==> config.mk <==
export PLATFORM = sky130hd
export DESIGN_NAME = vga_rx_decoder
export DESIGN_NICKNAME = d
export VERILOG_FILES = /design/src/rtl/vga_timing_pkg.sv /design/src/rtl/vga_axis_tracker.sv /design/src/rtl/vga_rx_decoder.sv
export SDC_FILE = /design/constraint.sdc
export NUM_CORES = 1
export LEC_CHECK = 0
export CAP_MARGIN = 20
export CORE_MARGIN = 5
export CORE_UTILIZATION = 50
export CTS_CLUSTER_DIAMETER = 60
export CTS_CLUSTER_SIZE = 25
export DETAILED_ROUTE_END_ITERATION = 16
export PLACE_DENSITY = 0.8
export SLEW_MARGIN = 20
export SYNTH_ARGS = -nofsm -noshare
export SYNTH_HDL_FRONTEND = slang
export SYNTH_SLANG_ARGS = --single-unit
==> constraint.sdc <==
create_clock -name clk -period 6.8 [get_ports clk]
set_clock_uncertainty 0.05 [all_clocks]
set_input_delay 1.02 -clock clk [delete_from_list [all_inputs] [get_ports clk]]
set_output_delay 1.02 -clock clk [all_outputs]
set_load 0.02 [all_outputs]
==> src/rtl/vga_timing_pkg.sv <==
// vga_timing_pkg
// Shared VGA timing constants (640x480@60), derived totals, active-window
// bounds and the receive-side lock state encoding. Used by the timing
// generator and by vga_rx_decoder / vga_axis_tracker.
package vga_timing_pkg;

  localparam int H_ACTIVE = 640;
  localparam int H_FP     = 16;
  localparam int H_SYNC   = 96;
  localparam int H_BP     = 48;
  localparam int V_ACTIVE = 480;
  localparam int V_FP     = 10;
  localparam int V_SYNC   = 2;
  localparam int V_BP     = 33;

  localparam int H_TOTAL = H_ACTIVE + H_FP + H_SYNC + H_BP;
  localparam int V_TOTAL = V_ACTIVE + V_FP + V_SYNC + V_BP;

  // Counters start at the sync assertion, so the visible area follows
  // the sync pulse and back porch.
  localparam int H_ACT_LO = H_SYNC + H_BP;
  localparam int H_ACT_HI = H_ACT_LO + H_ACTIVE - 1;
  localparam int V_ACT_LO = V_SYNC + V_BP;
  localparam int V_ACT_HI = V_ACT_LO + V_ACTIVE - 1;

  localparam logic [9:0] CNT_SAT = 10'd1023;

  typedef enum logic [1:0] {
    SEARCH = 2'd0,
    ALIGN  = 2'd1,
    LOCKED = 2'd2
  } lock_state_t;

endpackage

==> src/rtl/vga_axis_tracker.sv <==
// vga_axis_tracker
// One timing axis of the VGA receiver: sync falling-edge detect, saturating
// position counter, length check and active-window compare.
// Ports:
//   clk, rst      clock, async active-high reset
//   pix_en        sample enable; nothing changes without it
//   sync          active-low sync input for this axis (clears the counter)
//   step          count enable (1 for pixels, Hsync assertion for lines)
//   fall          sync assertion seen on this sample
//   cnt_nxt       counter value that this sample will leave behind
//   len_ok        count at the moment of assertion equals TOTAL-1
//   sat_hit       counter is about to reach saturation on this sample
//   active        cnt_nxt lies inside [WIN_LO, WIN_HI]
module vga_axis_tracker
  import vga_timing_pkg::*;
#(
  parameter int TOTAL  = 800,
  parameter int WIN_LO = 144,
  parameter int WIN_HI = 783
) (
  input  logic       clk,
  input  logic       rst,
  input  logic       pix_en,
  input  logic       sync,
  input  logic       step,
  output logic       fall,
  output logic [9:0] cnt_nxt,
  output logic       len_ok,
  output logic       sat_hit,
  output logic       active
);

  logic       sync_prev;
  logic [9:0] cnt;

  assign fall = pix_en & sync_prev & ~sync;

  always_comb begin
    cnt_nxt = cnt;
    if (fall)
      cnt_nxt = '0;
    else if (pix_en && step && cnt != CNT_SAT)
      cnt_nxt = cnt + 10'd1;
  end

  // Saturation is reported once, on the step that lands on 1023; a counter
  // already parked there (e.g. straight after reset) stays quiet.
  assign sat_hit = ~fall & pix_en & step & (cnt == CNT_SAT - 10'd1);
  assign len_ok  = (cnt == 10'(TOTAL - 1));
  assign active  = (cnt_nxt >= 10'(WIN_LO)) && (cnt_nxt <= 10'(WIN_HI));

  always_ff @(posedge clk or posedge rst) begin
    if (rst) begin
      sync_prev <= 1'b1;
      cnt       <= CNT_SAT;
    end else if (pix_en) begin
      sync_prev <= sync;
      cnt       <= cnt_nxt;
    end
  end

endmodule

==> src/rtl/vga_rx_decoder.sv <==
// vga_rx_decoder
// Receive-side VGA timing decoder: recovers pixel coordinates, active-video
// qualification, lock status and a per-frame checksum from Hsync/Vsync/screen.
// Ports:
//   clk, reset    clock, async active-high reset
//   pix_en        pixel-rate enable
//   Hsync, Vsync  active-low syncs
//   screen        RGB444 pixel colour
//   rx_x, rx_y    coordinates of the registered pixel (0 outside active area)
//   rx_valid      rx_x/rx_y/rx_pixel describe an active pixel
//   rx_pixel      registered copy of screen
//   frame_start   one-cycle pulse per Vsync assertion
//   locked        timing matches the parameters
//   sync_err      one-cycle pulse on a length/saturation failure while locked
//   frame_sum     16-bit sum of the last complete locked frame
//
// state  | meaning
// SEARCH | waiting for a Vsync assertion to start measuring
// ALIGN  | measuring one frame; every line and the frame length must match
// LOCKED | timing confirmed; any mismatch raises sync_err and drops lock
module vga_rx_decoder
  import vga_timing_pkg::*;
#(
  parameter int H_ACTIVE = vga_timing_pkg::H_ACTIVE,
  parameter int H_FP     = vga_timing_pkg::H_FP,
  parameter int H_SYNC   = vga_timing_pkg::H_SYNC,
  parameter int H_BP     = vga_timing_pkg::H_BP,
  parameter int V_ACTIVE = vga_timing_pkg::V_ACTIVE,
  parameter int V_FP     = vga_timing_pkg::V_FP,
  parameter int V_SYNC   = vga_timing_pkg::V_SYNC,
  parameter int V_BP     = vga_timing_pkg::V_BP
) (
  input  logic        clk,
  input  logic        reset,
  input  logic        pix_en,
  input  logic        Hsync,
  input  logic        Vsync,
  input  logic [11:0] screen,
  output logic [9:0]  rx_x,
  output logic [9:0]  rx_y,
  output logic        rx_valid,
  output logic [11:0] rx_pixel,
  output logic        frame_start,
  output logic        locked,
  output logic        sync_err,
  output logic [15:0] frame_sum
);

  localparam int H_LEN    = H_ACTIVE + H_FP + H_SYNC + H_BP;
  localparam int V_LEN    = V_ACTIVE + V_FP + V_SYNC + V_BP;
  localparam int H_WIN_LO = H_SYNC + H_BP;
  localparam int V_WIN_LO = V_SYNC + V_BP;

  logic       h_fall, h_len_ok, h_sat, h_act;
  logic       v_fall, v_len_ok, v_sat, v_act;
  logic [9:0] h_cnt_nxt, v_cnt_nxt;
  logic       pix_act, fail;
  logic [15:0] acc;

  lock_state_t state, state_nxt;

  vga_axis_tracker #(
    .TOTAL (H_LEN),
    .WIN_LO(H_WIN_LO),
    .WIN_HI(H_WIN_LO + H_ACTIVE - 1)
  ) u_h (
    .clk    (clk),
    .rst    (reset),
    .pix_en (pix_en),
    .sync   (Hsync),
    .step   (1'b1),
    .fall   (h_fall),
    .cnt_nxt(h_cnt_nxt),
    .len_ok (h_len_ok),
    .sat_hit(h_sat),
    .active (h_act)
  );

  // Lines advance on Hsync assertion; a coincident Vsync clear wins inside
  // the tracker, and the frame check sees the count before this sample.
  vga_axis_tracker #(
    .TOTAL (V_LEN),
    .WIN_LO(V_WIN_LO),
    .WIN_HI(V_WIN_LO + V_ACTIVE - 1)
  ) u_v (
    .clk    (clk),
    .rst    (reset),
    .pix_en (pix_en),
    .sync   (Vsync),
    .step   (h_fall),
    .fall   (v_fall),
    .cnt_nxt(v_cnt_nxt),
    .len_ok (v_len_ok),
    .sat_hit(v_sat),
    .active (v_act)
  );

  assign pix_act = pix_en & h_act & v_act;
  assign fail    = (h_fall & ~h_len_ok) | (v_fall & ~v_len_ok) | h_sat | v_sat;

  always_ff @(posedge clk or posedge reset) begin
    if (reset) state <= SEARCH;
    else       state <= state_nxt;
  end

  always_comb begin
    state_nxt = state;
    case (state)
      SEARCH:  if (v_fall) state_nxt = ALIGN;
      ALIGN:   if (fail) state_nxt = SEARCH;
               else if (v_fall) state_nxt = LOCKED;
      LOCKED:  if (fail) state_nxt = SEARCH;
      default: state_nxt = SEARCH;
    endcase
  end

  assign locked = (state == LOCKED);

  always_ff @(posedge clk or posedge reset) begin
    if (reset) begin
      rx_x        <= '0;
      rx_y        <= '0;
      rx_valid    <= 1'b0;
      rx_pixel    <= '0;
      frame_start <= 1'b0;
      sync_err    <= 1'b0;
      frame_sum   <= '0;
      acc         <= '0;
    end else begin
      // Both pulse sources are already gated by pix_en, so they self-clear.
      frame_start <= v_fall;
      sync_err    <= fail & (state == LOCKED);
      if (pix_en) begin
        rx_valid <= pix_act;
        rx_pixel <= screen;
        rx_x     <= pix_act ? h_cnt_nxt - 10'(H_WIN_LO) : '0;
        rx_y     <= pix_act ? v_cnt_nxt - 10'(V_WIN_LO) : '0;
        if (v_fall) begin
          if (state == LOCKED || state_nxt == LOCKED)
            frame_sum <= acc;
          acc <= pix_act ? 16'(screen) : '0;
        end else if (pix_act) begin
          acc <= acc + 16'(screen);
        end
      end
    end
  end

endmodule

==> flow_summary.toml <==
[status]
outcome = "finished clean"

[critical_path]
worstPathRequired_ps = 7040
cpMaxStageDelayCell = "a2111oi_0"
critPathCaptureType = "register"
crit_family = "simple AND/OR/NAND/NOR gates"
crit_fanout = 42
critPathLaunchType = "input pin"
worstSetupPathType = "in2reg"
critPathBufInv = 3
crit_arrival_ps = 4970
path_cells = "buf_2 -> buf_4 -> nand2_1 -> nor3_1 -> xnor2_1 -> or2_2 -> inv_1 -> ha_1 -> nand4_1 -> o311ai_0 -> and3_1 -> nand4_4 -> a2111oi_0 -> a31o_1"
max_stage_delay_ps = 630

[route]
drt_iter0_drc = 202
vias = 3863
wire_per_inst_um = 16.71
drcViolationCount = 0
avgViaCountPerCell = 5.664
ant_nets = 0
dr.pass1.iters = 5
wl_um = 11400

[synth]
synthArstFlopShare = 1.000
yosys_warnings = 0
yosys-top-cells-area = "dfrtp_1, dfstp_2, mux2_2"
yosysSeqAreaShare = 0.4727
synth-seq-cells = 91
avgSynthCellArea_sq_um = 10.24
synth_flop_cell = "dfrtp_1"
synth_edf_count = 0
synth_cells = 476
synth_top_area_frac = 0.3541
syn_nets = 516
yosysMostFrequentCell = "dfrtp_1"
synth_largest_area_cell = "dfrtp_1"
netlist-cell-type-count = 61
synth_common_cells = "dfrtp_1, inv_1, mux2_2, nand2_1, nor2_1"
syn_area_sq_um = 4876

[sta]
tns_ps = 0
tightest_slew_ps = 914.7
rsz0062_at_grt = "no"
drv_slew = 0
relSlewSlack = 0.3824
timing.final.crit_period_ps = 4728
finalSetupViolations = 0
hold_viol_final = 0
fin_crit_sh = 0.6954
fmaxAchievable_mhz = 211.5

[placement]
gp_congestion = 0.9034
dp_hpwl_um = 8112
port_buffers = 68

[layout]
antenna_cells = 0
layout.nets = 584
syn2layout_area_growth_pct = 20.99
fillCellCount = 844
fin_util = 0.6120
drive_gt1_frac = 0.1603

[cts]
cts-root-buf = "clkbuf_8"
cts_tree = "done"
post_cts_buffers = 0
clock-sinks = 91
cts_buffers = 9
clk-insertion-delay-late_ps = 360
cts_buffer_depth = 2
postCtsResizedCells = 0
clk_pin_slew_worst_paths_ps = 80
ctsHoldBuffers = 0
cts_max_level = 3

[global_route]
antenna_found_initial = 0
grt.overflow.total = 0
grt_max_degree = 63
track_usage = 0.2017
grt_pass1_vias = 3885
grt_first_pass_wirelength_um = 19020

[power_and_ir_drop]
vdd_drop_max_uv = 105.0
power.density_nw_per_um2 = 205.2
p_sw_mw = 0.3313
total_power_mw = 1.210
clkPwrFrac = 0.338
leakagePower_nw = 2.556
p_sw_frac = 0.2738
combPwrFrac = 0.163
pwr-share-seq = 0.500
cellInternalPower_mw = 0.8790

[floorplanning]
fp-row-count = 36
io_pins = 69
die_h_um = 108.8
fp.dieW_um = 108.8
die_area_sq_um = 11830
initial_core_util = 0.5058
coreArea_sq_um = 9639

[run]
drv_cap = 0

[hold_path]
hp-class = "reg2reg"
[final cells by class]
| class | count | area, sq um | area share |
|---|---|---|---|
| repair buffers | 73 | 713.2 | 0.1209 |
| clock inverters | 4 | 73.82 | 0.01251 |
| well taps | 133 | 166.4 | 0.02821 |
| clock buffers | 12 | 145.1 | 0.02460 |
| flip-flops and latches | 91 | 2305 | 0.3907 |
| multi-input cells | 322 | 2318 | 0.3930 |
| inverters | 47 | 177.7 | 0.03012 |
[worst reg2reg max path: stages, from the launching register on]
cell,delay [ps]
dfstp_2,590
nand3_1,240
nor3_1,470
nor3_1,120
xnor2_1,140
or2_2,330
inv_1,100
ha_1,150
nand4_1,80
o311ai_0,350
and3_1,280
nand4_4,480
a2111oi_0,670
a31o_1,150
[metal layers]
metal	wire, um	vias to the layer above	track usage
met5	0	-	0
met4	239	0	0.07214
met3	514	22	0.03256
met2	5516	115	0.3323
met1	5125	1892	0.2702
li1	-	1834	-
[flip-flops by register name, summed over array words and instances, names as in the netlist]
register       cells
acc               16
frame_start        1
frame_sum         16
rx_pixel          12
rx_valid           1
rx_x              10
rx_y              10
state              2
sync_err           1
u_h.cnt           10
u_h.sync_prev      1
u_v.cnt           10
u_v.sync_prev      1
[power groups by stage]
| stage | clock network, mW | logic [mW] | registers, mW |
|---|---|---|---|
| 2_1_floorplan | 0 | 0.123 | 0.616 |
| 3_3_place_gp | 0 | 0.191 | 0.611 |
| 3_5_place_dp | 0 | 0.196 | 0.613 |
| 4_1_cts | 0.416 | 0.199 | 0.604 |
| 5_1_grt | 0.438 | 0.221 | 0.608 |
| 6_report | 0.409 | 0.197 | 0.605 |
[placed cells by master, fill, tap and decap left out, types with 12 or more instances in the layout]
cell	instances
dfrtp_1	69
clkdlybuf4s50_1	67
inv_1	46
nand2_1	30
mux2_2	30
nor2_1	25
nand3_1	24
o21ai_0	23
ha_1	22
dfstp_2	22
o22ai_1	20
xnor2_1	14
a21oi_1	12
[kinds of logic (layout without fill, tap and decap cells)]
kind of cell / Yosys count / in the layout / synth area share
simple gates: 145 / 145 / 0.1591
compound gates: 95 / 95 / 0.1306
flops: 91 / 91 / 0.4727
mux: 38 / 38 / 0.08571
buf+inv: 63 / 136 / 0.05363
fa+ha+maj: 23 / 23 / 0.06056
xor+xnor: 21 / 21 / 0.03772
[final timing paths]
check | from | endpoint | slack (ps) | depth (start not counted)
setup / recovery | pix_en | acc[9] | 2070 | 14
hold / removal | state[1] | state[0] | 410 | 1
setup reg to reg | u_h.cnt[3] | acc[9] | 2540 | 13
hold reg to reg | state[1] | state[0] | 410 | 1
max in group asynchronous | reset | acc[7] | 4650 | 3
min in group asynchronous | reset | frame_sum[12] | 940 | 2
[per-stage QoR]
stage / cells / setup slack, ps / hold slack (ps) / area, sq um
after floorplan: 476 / 3067 / 364.0 / 4876
after global placement: 666 / 1585 / 377.1 / 5672
after detailed placement: 666 / 1482 / 396.0 / 5672
after CTS: 682 / 1757 / 408.9 / 5891
after global routing: 682 / 1762 / 449.7 / 5899
final: 682 / 2072 / 408.9 / 5899
(Power assumes the default switching activity.)
